### src/rtl/divider_pkg.sv
// rtl/divider_pkg.sv - shared states, default widths and lane helper for the serial divider
package divider_pkg;

  localparam int DEF_A_WIDTH  = 32;
  localparam int DEF_B_WIDTH  = 16;
  localparam int DEF_IN_WIDTH = 8;

  typedef enum logic [1:0] {
    ST_LOAD,
    ST_READY,
    ST_RUN,
    ST_DONE
  } state_e;

  function automatic int lane_count(input int width, input int lane_w);
    return width / lane_w;
  endfunction

endpackage

### src/rtl/restoring_div_core.sv
// rtl/restoring_div_core.sv - iterative unsigned restoring divider, one quotient bit per cycle
module restoring_div_core #(
  parameter int A_WIDTH = 32,
  parameter int B_WIDTH = 16
) (
  input  logic               clock,
  input  logic               reset,
  input  logic               go,
  input  logic               abort,
  input  logic [A_WIDTH-1:0] dividend,
  input  logic [B_WIDTH-1:0] divisor,
  output logic [A_WIDTH-1:0] quotient,
  output logic [B_WIDTH-1:0] remainder,
  output logic               last
);

  localparam int CW = $clog2(A_WIDTH + 1);
  localparam logic [CW-1:0] LAST_ITER = CW'(A_WIDTH - 1);

  logic [A_WIDTH-1:0] quo_q, quo_d;
  logic [B_WIDTH-1:0] rem_q, rem_d;
  logic [CW-1:0]      cnt_q, cnt_d;
  logic               run_q, run_d;
  logic [B_WIDTH:0]   shifted, trial;
  logic               fits;

  // quotient/remainder show the result of the step in progress, so the
  // caller can capture the final answer on the same edge as the last step
  always_comb begin
    shifted   = {rem_q, quo_q[A_WIDTH-1]};
    trial     = shifted - {1'b0, divisor};
    fits      = ~trial[B_WIDTH];
    remainder = fits ? trial[B_WIDTH-1:0] : shifted[B_WIDTH-1:0];
    quotient  = {quo_q[A_WIDTH-2:0], fits};
    last      = run_q && (cnt_q == LAST_ITER);

    quo_d = quo_q;
    rem_d = rem_q;
    cnt_d = cnt_q;
    run_d = run_q;
    if (abort) begin
      run_d = 1'b0;
      cnt_d = '0;
    end else if (go) begin
      quo_d = dividend;
      rem_d = '0;
      cnt_d = '0;
      run_d = 1'b1;
    end else if (run_q) begin
      quo_d = quotient;
      rem_d = remainder;
      cnt_d = cnt_q + 1'b1;
      run_d = ~last;
    end
  end

  always_ff @(posedge clock) begin
    if (reset) begin
      quo_q <= '0;
      rem_q <= '0;
      cnt_q <= '0;
      run_q <= 1'b0;
    end else begin
      quo_q <= quo_d;
      rem_q <= rem_d;
      cnt_q <= cnt_d;
      run_q <= run_d;
    end
  end

endmodule

### src/rtl/serial_divider_controller.sv
// rtl/serial_divider_controller.sv - byte-serial operand loading, divide control and result readback
module serial_divider_controller
  import divider_pkg::*;
#(
  parameter  int A_WIDTH  = DEF_A_WIDTH,
  parameter  int B_WIDTH  = DEF_B_WIDTH,
  parameter  int IN_WIDTH = DEF_IN_WIDTH,
  localparam int NA       = lane_count(A_WIDTH, IN_WIDTH),
  localparam int NB       = lane_count(B_WIDTH, IN_WIDTH),
  localparam int NR       = NA + NB,
  localparam int CNT_W    = $clog2(NR + 1),
  localparam int SEL_W    = $clog2(NR)
) (
  input  logic                clock,
  input  logic                reset,
  input  logic [IN_WIDTH-1:0] inp,
  input  logic                set,
  input  logic                clear,
  input  logic                start,
  input  logic [SEL_W-1:0]    sel,
  output logic [IN_WIDTH-1:0] out,
  output logic [CNT_W-1:0]    load_count,
  output logic                busy,
  output logic                done,
  output logic                div_by_zero
);

  localparam int RW = NR * IN_WIDTH;
  localparam logic [CNT_W-1:0] LAST_LANE = CNT_W'(NR - 1);

  state_e             state_q, state_d;
  logic [CNT_W-1:0]   count_q, count_d;
  logic [RW-1:0]      ops_q, ops_d, res_q, res_d;
  logic               dbz_q, dbz_d;
  logic               set_q;
  logic               set_edge, go, core_last;
  logic [A_WIDTH-1:0] dividend, core_quo;
  logic [B_WIDTH-1:0] divisor, core_rem;

  assign dividend = ops_q[A_WIDTH-1:0];
  assign divisor  = ops_q[RW-1:A_WIDTH];
  assign set_edge = set & ~set_q;

  restoring_div_core #(
    .A_WIDTH(A_WIDTH),
    .B_WIDTH(B_WIDTH)
  ) u_core (
    .clock    (clock),
    .reset    (reset),
    .go       (go),
    .abort    (clear),
    .dividend (dividend),
    .divisor  (divisor),
    .quotient (core_quo),
    .remainder(core_rem),
    .last     (core_last)
  );

  always_comb begin
    state_d = state_q;
    count_d = count_q;
    ops_d   = ops_q;
    res_d   = res_q;
    dbz_d   = dbz_q;
    go      = 1'b0;
    if (clear) begin
      state_d = ST_LOAD;
      count_d = '0;
      ops_d   = '0;
    end else begin
      case (state_q)
        ST_LOAD: begin
          if (set_edge) begin
            ops_d[count_q*IN_WIDTH +: IN_WIDTH] = inp;
            count_d = count_q + 1'b1;
            if (count_q == LAST_LANE) state_d = ST_READY;
          end
        end
        ST_READY, ST_DONE: begin
          if (start) begin
            if (divisor != '0) begin
              state_d = ST_RUN;
              go      = 1'b1;
            end else begin
              state_d = ST_DONE;
              res_d   = {B_WIDTH'(dividend), {A_WIDTH{1'b1}}};
              dbz_d   = 1'b1;
            end
          end
        end
        ST_RUN: begin
          if (core_last) begin
            state_d = ST_DONE;
            res_d   = {core_rem, core_quo};
            dbz_d   = 1'b0;
          end
        end
        default: state_d = ST_LOAD;
      endcase
    end
  end

  // set_q resets high so a set line already high at reset release does not load
  always_ff @(posedge clock) begin
    if (reset) begin
      state_q <= ST_LOAD;
      count_q <= '0;
      ops_q   <= '0;
      res_q   <= '0;
      dbz_q   <= 1'b0;
      set_q   <= 1'b1;
    end else begin
      state_q <= state_d;
      count_q <= count_d;
      ops_q   <= ops_d;
      res_q   <= res_d;
      dbz_q   <= dbz_d;
      set_q   <= set;
    end
  end

  always_comb begin
    out = '0;
    if (int'(sel) < NR) out = res_q[sel*IN_WIDTH +: IN_WIDTH];
  end

  assign load_count  = count_q;
  assign busy        = (state_q == ST_RUN);
  assign done        = (state_q == ST_DONE);
  assign div_by_zero = dbz_q;

endmodule

### config.mk
export PLATFORM = sky130hd
export DESIGN_NAME = serial_divider_controller
export DESIGN_NICKNAME = d
export VERILOG_FILES = /design/src/rtl/divider_pkg.sv /design/src/rtl/restoring_div_core.sv /design/src/rtl/serial_divider_controller.sv
export SDC_FILE = /design/constraint.sdc
export NUM_CORES = 1
export LEC_CHECK = 0
export CORE_MARGIN = 1.5
export CORE_UTILIZATION = 40
export DETAILED_ROUTE_END_ITERATION = 6
export PLACE_DENSITY = 0.53
export SYNTH_ARGS = -nofsm -noshare
export SYNTH_HDL_FRONTEND = slang
export SYNTH_SLANG_ARGS = --single-unit
### constraint.sdc
create_clock -name clock -period 9.65 [get_ports clock]
set_input_delay 1.4475 -clock clock [delete_from_list [all_inputs] [get_ports clock]]
set_output_delay 1.4475 -clock clock [all_outputs]
set_load 0.1 [all_outputs]
==> results of run 1 <==
sequential cells by signal (all words and copies together) (netlist names):
| name | cells |
|---|---|
| set_q | 1 |
| load_count | 3 |
| state_q | 2 |
| div_by_zero | 1 |
| u_core.cnt_q | 6 |
| u_core.quo_q | 32 |
| res_q | 48 |
| u_core.run_q | 1 |
| u_core.rem_q | 16 |
| ops_q | 48 |
stage by stage:
stage | area, sq um | hold slack (ps) | total power, mW
2_1_floorplan | 7570 | 420 | 0.690
3_3_place_gp | 7970 | 448 | 0.704
3_5_place_dp | 7970 | 448 | 0.705
4_1_cts | 8590 | 458 | 1.41
5_1_grt | 8590 | 474 | 1.44
6_report | 8590 | 458 | 1.40
cells in the mapped netlist (2+ instances only):
| library cell | number |
|---|---|
| nor3_1 | 6 |
| xor2_1 | 8 |
| nor2b_1 | 3 |
| o211ai_1 | 7 |
| clkbuf_1 | 48 |
| nand4_1 | 7 |
| a221o_1 | 2 |
| a21oi_1 | 55 |
| nand3_1 | 24 |
| mux2i_1 | 72 |
| ha_1 | 21 |
| mux2_2 | 4 |
| mux4_2 | 8 |
| nand2_1 | 68 |
| dfxtp_1 | 158 |
| xnor2_1 | 9 |
| nand2b_1 | 7 |
| o21ai_0 | 31 |
| a22o_1 | 4 |
| inv_1 | 38 |
| a211oi_1 | 33 |
| o21a_1 | 5 |
| nor4_1 | 5 |
| or2_2 | 4 |
| a21o_1 | 7 |
| o22ai_1 | 10 |
| nor2_1 | 104 |
| a32oi_1 | 2 |
| a41oi_1 | 2 |
| o31a_1 | 2 |
| nor3b_1 | 2 |
| buf_1 | 5 |
| and2_1 | 10 |
| a22oi_1 | 9 |
| a31oi_1 | 5 |
| or3_1 | 2 |
| o221a_2 | 31 |
| buf_6 | 2 |
how the worst min path moves through the flow:
stage	start	to	cells after the start
global route	ops_q[24]	ops_q[24]	2
CTS	ops_q[30]	ops_q[30]	2
floorplan	res_q[34]	res_q[34]	2
finish	ops_q[29]	ops_q[29]	2
detailed placement	ops_q[29]	ops_q[29]	2
global placement	ops_q[31]	ops_q[31]	2
metal layers:
layer	track usage, %	vias to the layer above	wire, microns
met2	35.2	155	9710
met5	0	-	0
li1	-	3044	-
met1	29.6	3072	10100
met4	6.25	0	295
met3	3.33	22	710
report_power, final:
| part | switching [mW] | internal, mW |
|---|---|---|
| Combinational | 0.0246 | 0.0119 |
| Clock | 0.286 | 0.419 |
| Sequential | 0.00111 | 0.653 |
| Total | 0.311 | 1.08 |
worst max-delay path, stage by stage:
cell             delay, ps
clkdlybuf4s50_1       1020
mux4_2                 590
inv_1                   70
o22ai_1                 70
clkdlybuf4s50_1        990
final cells by class:
cell class              count  area, sq um
clock buffers              18          439
inverters                  39          146
well taps                 234          293
flip-flops and latches    158         3160
multi-input cells         588         4040
repair buffers             34          323
clock inverters            13          180
fillers                  1783        10100
cells by family after synthesis:
| family | count (synthesis) |
|---|---|
| xor gates and xnor gates | 17 |
| and+or+nand+nor | 248 |
| adders and majority gates | 22 |
| muxes | 84 |
| AOI/OAI and AO/OA | 217 |
| DFF | 158 |
| buffers and inverters | 95 |
==> impl_metrics.json, run 1 <==
{
  "synth_xor_area_share_pct": 1.97,
  "grtUsageTotal_pct": 21.6,
  "period_needed_ps": 5640,
  "finalMaxSlewViolations": 0,
  "area_growth_pct": 13.3,
  "rsz0062_at_grt": "false",
  "yosys_warnings": 0,
  "slew_headroom_pct": 20.9,
  "final_hold_viol_count": 0,
  "core_sq_mm": 0.0186,
  "synth_fp_nets": 879,
  "final_cell_mix": "158 x dfxtp_1, 104 x nor2_1, 72 x mux2i_1, 68 x nand2_1, 55 x a21oi_1",
  "layout_commonest_cell": "dfxtp_1",
  "synth_area_leaders": "dfxtp_1 42%, mux2i_1 9.5%, nor2_1 5.2%",
  "dieArea_sq_mm": 0.0198,
  "io_pins": 30,
  "r2r.worst_path.cells": 12,
  "die_y_microns": 141,
  "synth_compound_area_share_pct": 20.6,
  "drtAntennaViolNets": 0,
  "post-route-util_pct": 46.1,
  "drive_above_1_share_pct": 10.4,
  "hold_class": "reg2reg",
  "cts_made_buffers": 17,
  "r2r_slack_ps": 6000,
  "cts_resized": 0,
  "initial_core_util_pct": 40.6,
  "antenna_found_initial": 0,
  "synth.avg_cell_area_sq_um": 9.01,
  "crit_required_ps": 8200,
  "ys_types": 59,
  "yosysSeqAreaShare_pct": 41.8,
  "start_kind": "input port",
  "ys_seq_elements": 158,
  "setup_viol": 0,
  "routed-via-count": 6293,
  "maxCapViolCount": 0,
  "io_buffers": 29,
  "grt_pass1_wl_microns": 33200,
  "tns_ps": 0,
  "viasPerCell": 5.81,
  "p_leak_nw": 3.36,
  "clock_path_buffers": 2,
  "htreeDepth": 4,
  "crit_end": "out[0]",
  "max_freq_mhz": 177,
  "detail_route.drc_violations": 0,
  "grt_max_degree": 65,
  "place_inst": 1053,
  "rows": 50,
  "crit_type": "in2out",
  "crit_fanout": 16,
  "end_kind": "primary output",
  "postCtsHoldBufs": 0,
  "cellPowerDensity_mw_per_mm2": 163,
  "synth_top_area_share_pct": 41.8,
  "postCtsSetupBuffers": 0,
  "rr_startpoint": "u_core.quo_q[31]",
  "wl_per_cell_microns": 19.2,
  "place_ws_ps": 3980,
  "tightestPinTransition_ps": 1180,
  "synth_edf_count": 0,
  "clock_latency_ps": 430,
  "synthSimpleGateAreaFrac_pct": 14.5,
  "synth_fa_ha_area_share_pct": 3.73,
  "dr.pass1.iters": 7,
  "grt_pass1_vias": 6024,
  "irDropWorstVdd_uv": 125,
  "timing.final.ws_setup_ps": 4010,
  "drt-initial-drc-count": 393,
  "clkTransAtPathRegs_ps": 70,
  "cts_tree": "done",
  "cts_sinks": 158,
  "die_w_microns": 141,
  "synth_area_leader_cell": "dfxtp_1",
  "syn_area_sq_mm": 0.00757,
  "cp.arrival_ps": 4190,
  "synthCells": 841,
  "grt_overflow": 0,
  "synth_mux_area_share_pct": 12.5,
  "ys.flop_type": "dfxtp_1",
  "synth_top_family_by_area": "compound AO/OA/AOI/OAI gates",
  "detail_route.wirelength_microns": 20800,
  "nNetsFinal": 876,
  "diodes": 0,
  "synthArstFlopShare_pct": 0,
  "dp_hpwl_microns": 15300,
  "final_cells": 1084,
  "gp_congestion": 0.855,
  "startpoint": "sel[0]",
  "cts-root-buf": "clkbuf_16",
  "rr_endpoint": "res_q[44]",
  "outcome": "completed",
  "period_share_pct": 58.4,
  "finClkSkew_ps": 13.0
}
Note: power is estimated with default switching activity, not from simulation.
==> run 2: changes to the inputs <==
Settings changed: PLACE_DENSITY 0.53 to 0.55.
Clock period 9.65 ns to 4.59 ns, I/O delays scaled along.
==> run 2 against run 1 <==
- worst setup slack got worse by 3200 ps
- routed wire length grew 3.6%
- first-iteration DRC count grew 37%
- via count increased by 0.92%
- non-clock buffer count grew 6
- clock skew fell by 2.7 ps
- global-route usage grew 1.0 points
- sequential power up 110%
- combinational power rose by 120%
- utilization decreased by 0.17 points
- largest cell class unchanged
==> impl_metrics.json, run 2 (synthesis gave the netlist of run 1 again) <==
{
  "met1_usage_pct": 31.0,
  "finalMaxSlewViolations": 0,
  "worstPathCellList": "inv_1 -> nand2_1 -> inv_1 -> clkdlybuf4s50_1",
  "power_mw": 2.82,
  "grt_pass1_wl_microns": 34400,
  "nNetsFinal": 882,
  "critPathMaxStageDelay_ps": 1000,
  "diodes": 0,
  "clock_latency_ps": 430,
  "place_inst": 1059,
  "busiest_layer": "met2",
  "crit_buf_inv": 3,
  "end_kind": "primary output",
  "htreeDepth": 4,
  "clock_path_buffers": 2,
  "cts_sinks": 158,
  "drive_above_1_share_pct": 11.8,
  "rsz0062_at_grt": "false",
  "period_share_pct": 81.4,
  "die_w_microns": 141,
  "hold_class": "reg2reg",
  "start_kind": "flip-flop",
  "cpMostUsedCell": "inv_1",
  "wl_per_cell_microns": 19.8,
  "drt-initial-drc-count": 537,
  "die_y_microns": 141,
  "final_cells": 1089,
  "outcome": "completed",
  "cts_resized": 0,
  "slew_headroom_pct": 20.6,
  "r2r_slack_ps": 1280,
  "layout_commonest_cell": "dfxtp_1",
  "dp_hpwl_microns": 15500,
  "cts-root-buf": "clkbuf_16",
  "largestRegisters": "ops_q x48, res_q x48, u_core.quo_q x32",
  "tightestPinTransition_ps": 1190,
  "cellPowerDensity_mw_per_mm2": 329,
  "dieArea_sq_mm": 0.0198,
  "initial_core_util_pct": 40.6,
  "io_buffers": 29,
  "setup_viol": 0,
  "gr-usage-met2_pct": 36.0,
  "cts_made_buffers": 17,
  "grt_overflow": 0,
  "cp.arrival_ps": 3050,
  "max_freq_mhz": 268,
  "post-route-util_pct": 45.9,
  "detail_route.drc_violations": 0,
  "grt_pass1_vias": 6206,
  "io_pins": 30,
  "viasPerCell": 5.83,
  "timing.final.ws_setup_ps": 854,
  "dr.pass1.iters": 6,
  "postCtsHoldBufs": 0,
  "crit_type": "reg2out",
  "use_met3_pct": 4.59,
  "cts_tree": "done",
  "place_ws_ps": 1260,
  "finClkSkew_ps": 10.3,
  "final_hold_viol_count": 0,
  "postCtsSetupBuffers": 0,
  "core_sq_mm": 0.0186,
  "maxCapViolCount": 0,
  "detail_route.wirelength_microns": 21600,
  "final_cell_mix": "158 x dfxtp_1, 104 x nor2_1, 72 x mux2i_1, 68 x nand2_1, 55 x a21oi_1",
  "grt_max_degree": 65,
  "clkTransAtPathRegs_ps": 60,
  "crit_required_ps": 3900,
  "crit_fanout": 15,
  "period_needed_ps": 3740,
  "crit_family": "buffers and inverters",
  "rows": 50,
  "grtUsageTotal_pct": 22.6,
  "area_growth_pct": 12.9,
  "irDropWorstVdd_uv": 288,
  "antenna_found_initial": 0,
  "crit_slowest_cell": "clkdlybuf4s50_1",
  "p_leak_nw": 3.37,
  "drtAntennaViolNets": 0,
  "tns_ps": 0,
  "routed-via-count": 6351,
  "gp_congestion": 0.845
}
==> run 2: cell types whose count changed in the layout (fill, tap and decap cells not counted), moves of 2 or more <==
cell,before,now
bufinv_16,3,1
buf_4,5,19
clkinvlp_4,0,3
clkdlybuf4s50_1,28,20
==> run 2: path summary, 6_finish.rpt <==
path / from / to / cells after the start
max reg2reg: u_core.quo_q[31] / u_core.rem_q[6] / 11
max: state_q[0] / busy / 4
min reg2reg: ops_q[30] / ops_q[30] / 2
min: ops_q[30] / ops_q[30] / 2
==> run 2: layout make-up <==
type | instances | area (sq um)
multi-input cells | 588 | 4040
fillers | 1792 | 10100
inverters | 39 | 146
clock buffers | 19 | 453
well taps | 234 | 293
repair buffers | 40 | 348
flip-flops and latches | 158 | 3160
clock inverters | 11 | 110
==> run 2: power by group <==
part,leakage [nW],internal (mW),switching (mW),total (mW)
clock network,0.268,0.775,0.585,1.36
logic,1.83,0.0255,0.0564,0.0819
registers,1.27,1.37,0.00226,1.37
total,3.37,2.17,0.644,2.82
==> run 2: worst min-delay path: cells and delay by family, from the launching register on <==
family	cells	cell delay [ps]
AOI/OAI and AO/OA	1	50
DFF	1	310
and+or+nand+nor	1	50
==> run 2: layer usage <==
metal,vias up,wire length (microns)
met4,0,317
met2,173,9960
met3,24,1140
met5,-,0
met1,3109,10200
li1,3045,-
==> run 2: per-stage QoR <==
| stage | hold slack, ps | instance area (sq um) |
|---|---|---|
| 6_report | 461 | 8550 |
| 4_1_cts | 460 | 8550 |
| 3_5_place_dp | 450 | 7990 |
| 5_1_grt | 467 | 8550 |
| 2_1_floorplan | 420 | 7570 |
| 3_3_place_gp | 446 | 7990 |
==> run 3: changes to the inputs <==
Settings changed: PLACE_DENSITY 0.55 to 0.53.
Clock period 4.59 ns to 3.66 ns, I/O delays scaled along.
==> run 3 against run 2 <==
- routed wire length increased by 1.6%
- utilization up 0.96 points
- flip-flop and latch count unchanged
- critical path depth up 7
- worst hold slack improved by 4.3 ps
- first-iteration DRC count down 4.7%
- die area stayed put
- via count up 0.35%
- register-to-register slack lost 810 ps
- worst setup slack got worse by 380 ps
- critical endpoint is now u_core.rem_q[6]
==> impl_metrics.json, run 3 (synthesis gave the netlist of run 1 again) <==
{
  "outcome": "completed",
  "detail_route.drc_violations": 0,
  "period_share_pct": 87.2,
  "pwr-share-clk_pct": 49.2,
  "cts-root-buf": "clkbuf_16",
  "clock_latency_ps": 430,
  "crit_slowest_cell": "fa_1",
  "p_seq_share_pct": 47.9,
  "drt-initial-drc-count": 512,
  "period_needed_ps": 3190,
  "die_y_microns": 141,
  "clkTransAtPathRegs_ps": 70,
  "start_kind": "flip-flop",
  "setup_viol": 0,
  "rr_endpoint": "u_core.rem_q[6]",
  "power_mw": 3.60,
  "dp_hpwl_microns": 15800,
  "finalMaxSlewViolations": 0,
  "dr.pass1.iters": 5,
  "tns_ps": 0,
  "cts_made_buffers": 17,
  "irDropWorstVdd_uv": 316,
  "r2r_slack_ps": 470,
  "hold_ws_ps": 465,
  "crit_family": "compound AO/OA/AOI/OAI gates",
  "rr_startpoint": "u_core.quo_q[31]",
  "grt_pass1_vias": 6152,
  "final_cell_mix": "158 x dfxtp_1, 104 x nor2_1, 72 x mux2i_1, 68 x nand2_1, 55 x a21oi_1",
  "diodes": 0,
  "critPathMaxStageDelay_ps": 440,
  "worstPathCellList": "inv_1 -> ha_1 -> inv_1 -> fa_1 -> a211oi_2 -> o211ai_1 -> a2111o_1 -> a221oi_4 -> buf_4 -> mux2_2 -> a22o_1",
  "cellPowerDensity_mw_per_mm2": 412,
  "p_leak_nw": 3.45,
  "cp.arrival_ps": 3500,
  "max_freq_mhz": 313,
  "drive_above_1_share_pct": 12.9,
  "rsz0062_at_grt": "false",
  "slew_headroom_pct": 33.5,
  "initial_core_util_pct": 40.6,
  "combPwrFrac_pct": 2.9,
  "largestRegisters": "ops_q x48, res_q x48, u_core.quo_q x32",
  "grt_max_degree": 50,
  "crit_required_ps": 3970,
  "viasPerCell": 5.80,
  "tightestPinTransition_ps": 997,
  "hold_class": "reg2reg",
  "p_int_mw": 2.74,
  "die_w_microns": 141,
  "routed-via-count": 6373,
  "r2r.worst_path.cells": 11,
  "detail_route.wirelength_microns": 21900,
  "area_growth_pct": 15.3,
  "sw_frac_of_total_pct": 23.9,
  "holdPathEnd": "res_q[40]",
  "maxCapViolCount": 0,
  "core_sq_mm": 0.0186,
  "gp_congestion": 0.902,
  "crit_type": "reg2reg",
  "grtUsageTotal_pct": 22.6,
  "io_buffers": 29,
  "min_from": "res_q[40]",
  "crit_fanout": 17,
  "crit_buf_inv": 3,
  "io_pins": 30,
  "postCtsHoldBufs": 0,
  "cts_tree": "done",
  "grt_overflow": 0,
  "final_hold_viol_count": 0,
  "dieArea_sq_mm": 0.0198,
  "postCtsSetupBuffers": 0,
  "cts_resized": 0,
  "finClkSkew_ps": 11.8,
  "nNetsFinal": 890,
  "wl_per_cell_microns": 19.9,
  "power.switching_uw": 859,
  "cts_sinks": 158,
  "htreeDepth": 4,
  "end_kind": "flip-flop",
  "antenna_found_initial": 0,
  "min_path_cells": 2,
  "post-route-util_pct": 46.8,
  "layout_commonest_cell": "dfxtp_1",
  "rows": 50,
  "drtAntennaViolNets": 0,
  "cpMostUsedCell": "inv_1",
  "grt_pass1_wl_microns": 34500,
  "clock_path_buffers": 2
}
==> run 3: worst min-delay path, stage by stage (launching register included) <==
cell and delay [ps]:
dfxtp_1 330, nand2_1 50, o21ai_0 60
==> run 3: worst max-delay path by stage <==
stage	startpoint	to	slack, ps	cells after the start
after floorplan	sel[0]	out[5]	30	5
after detailed placement	u_core.quo_q[31]	res_q[46]	500	12
final	u_core.quo_q[31]	u_core.rem_q[6]	470	11
after global placement	u_core.quo_q[31]	res_q[47]	520	13
after global routing	u_core.quo_q[31]	res_q[46]	300	12
after CTS	u_core.quo_q[31]	res_q[46]	460	12
==> run 3: power groups by stage <==
stage               Clock [mW]  Combinational [mW]  Sequential, mW
floorplan                    0              0.0556            1.76
finish                    1.77               0.103            1.72
detailed placement           0               0.104            1.76
global route              1.87               0.111            1.72
CTS                       1.79               0.105            1.72
global placement             0               0.104            1.76
==> run 3: area by class of cell <==
cell class                      instances  area, sq um
Clock inverter                         13          144
Multi-Input combinational cell        588         4040
Inverter                               39          146
Clock buffer                           19          443
Fill cell                            1819         9910
Tap cell                              234          293
Sequential cell                       158         3160
Timing Repair Buffer                   48          503
==> run 3: through the flow <==
step,setup WS [ps],std cells,cell area [sq um]
after floorplan,33.8,841,7570
after global placement,516,1067,8150
after detailed placement,497,1067,8150
after CTS,459,1099,8730
after global routing,302,1099,8730
final,469,1099,8730
==> run 3: per-layer routing <==
metal / part of all wire, % / global-route usage, % / vias up
met4: 1.2 / 5.48 / 0
met2: 46 / 36.4 / 138
li1: - / - / 3069
met5: 0 / 0 / -
met3: 4.7 / 3.97 / 18
met1: 48 / 31.5 / 3148
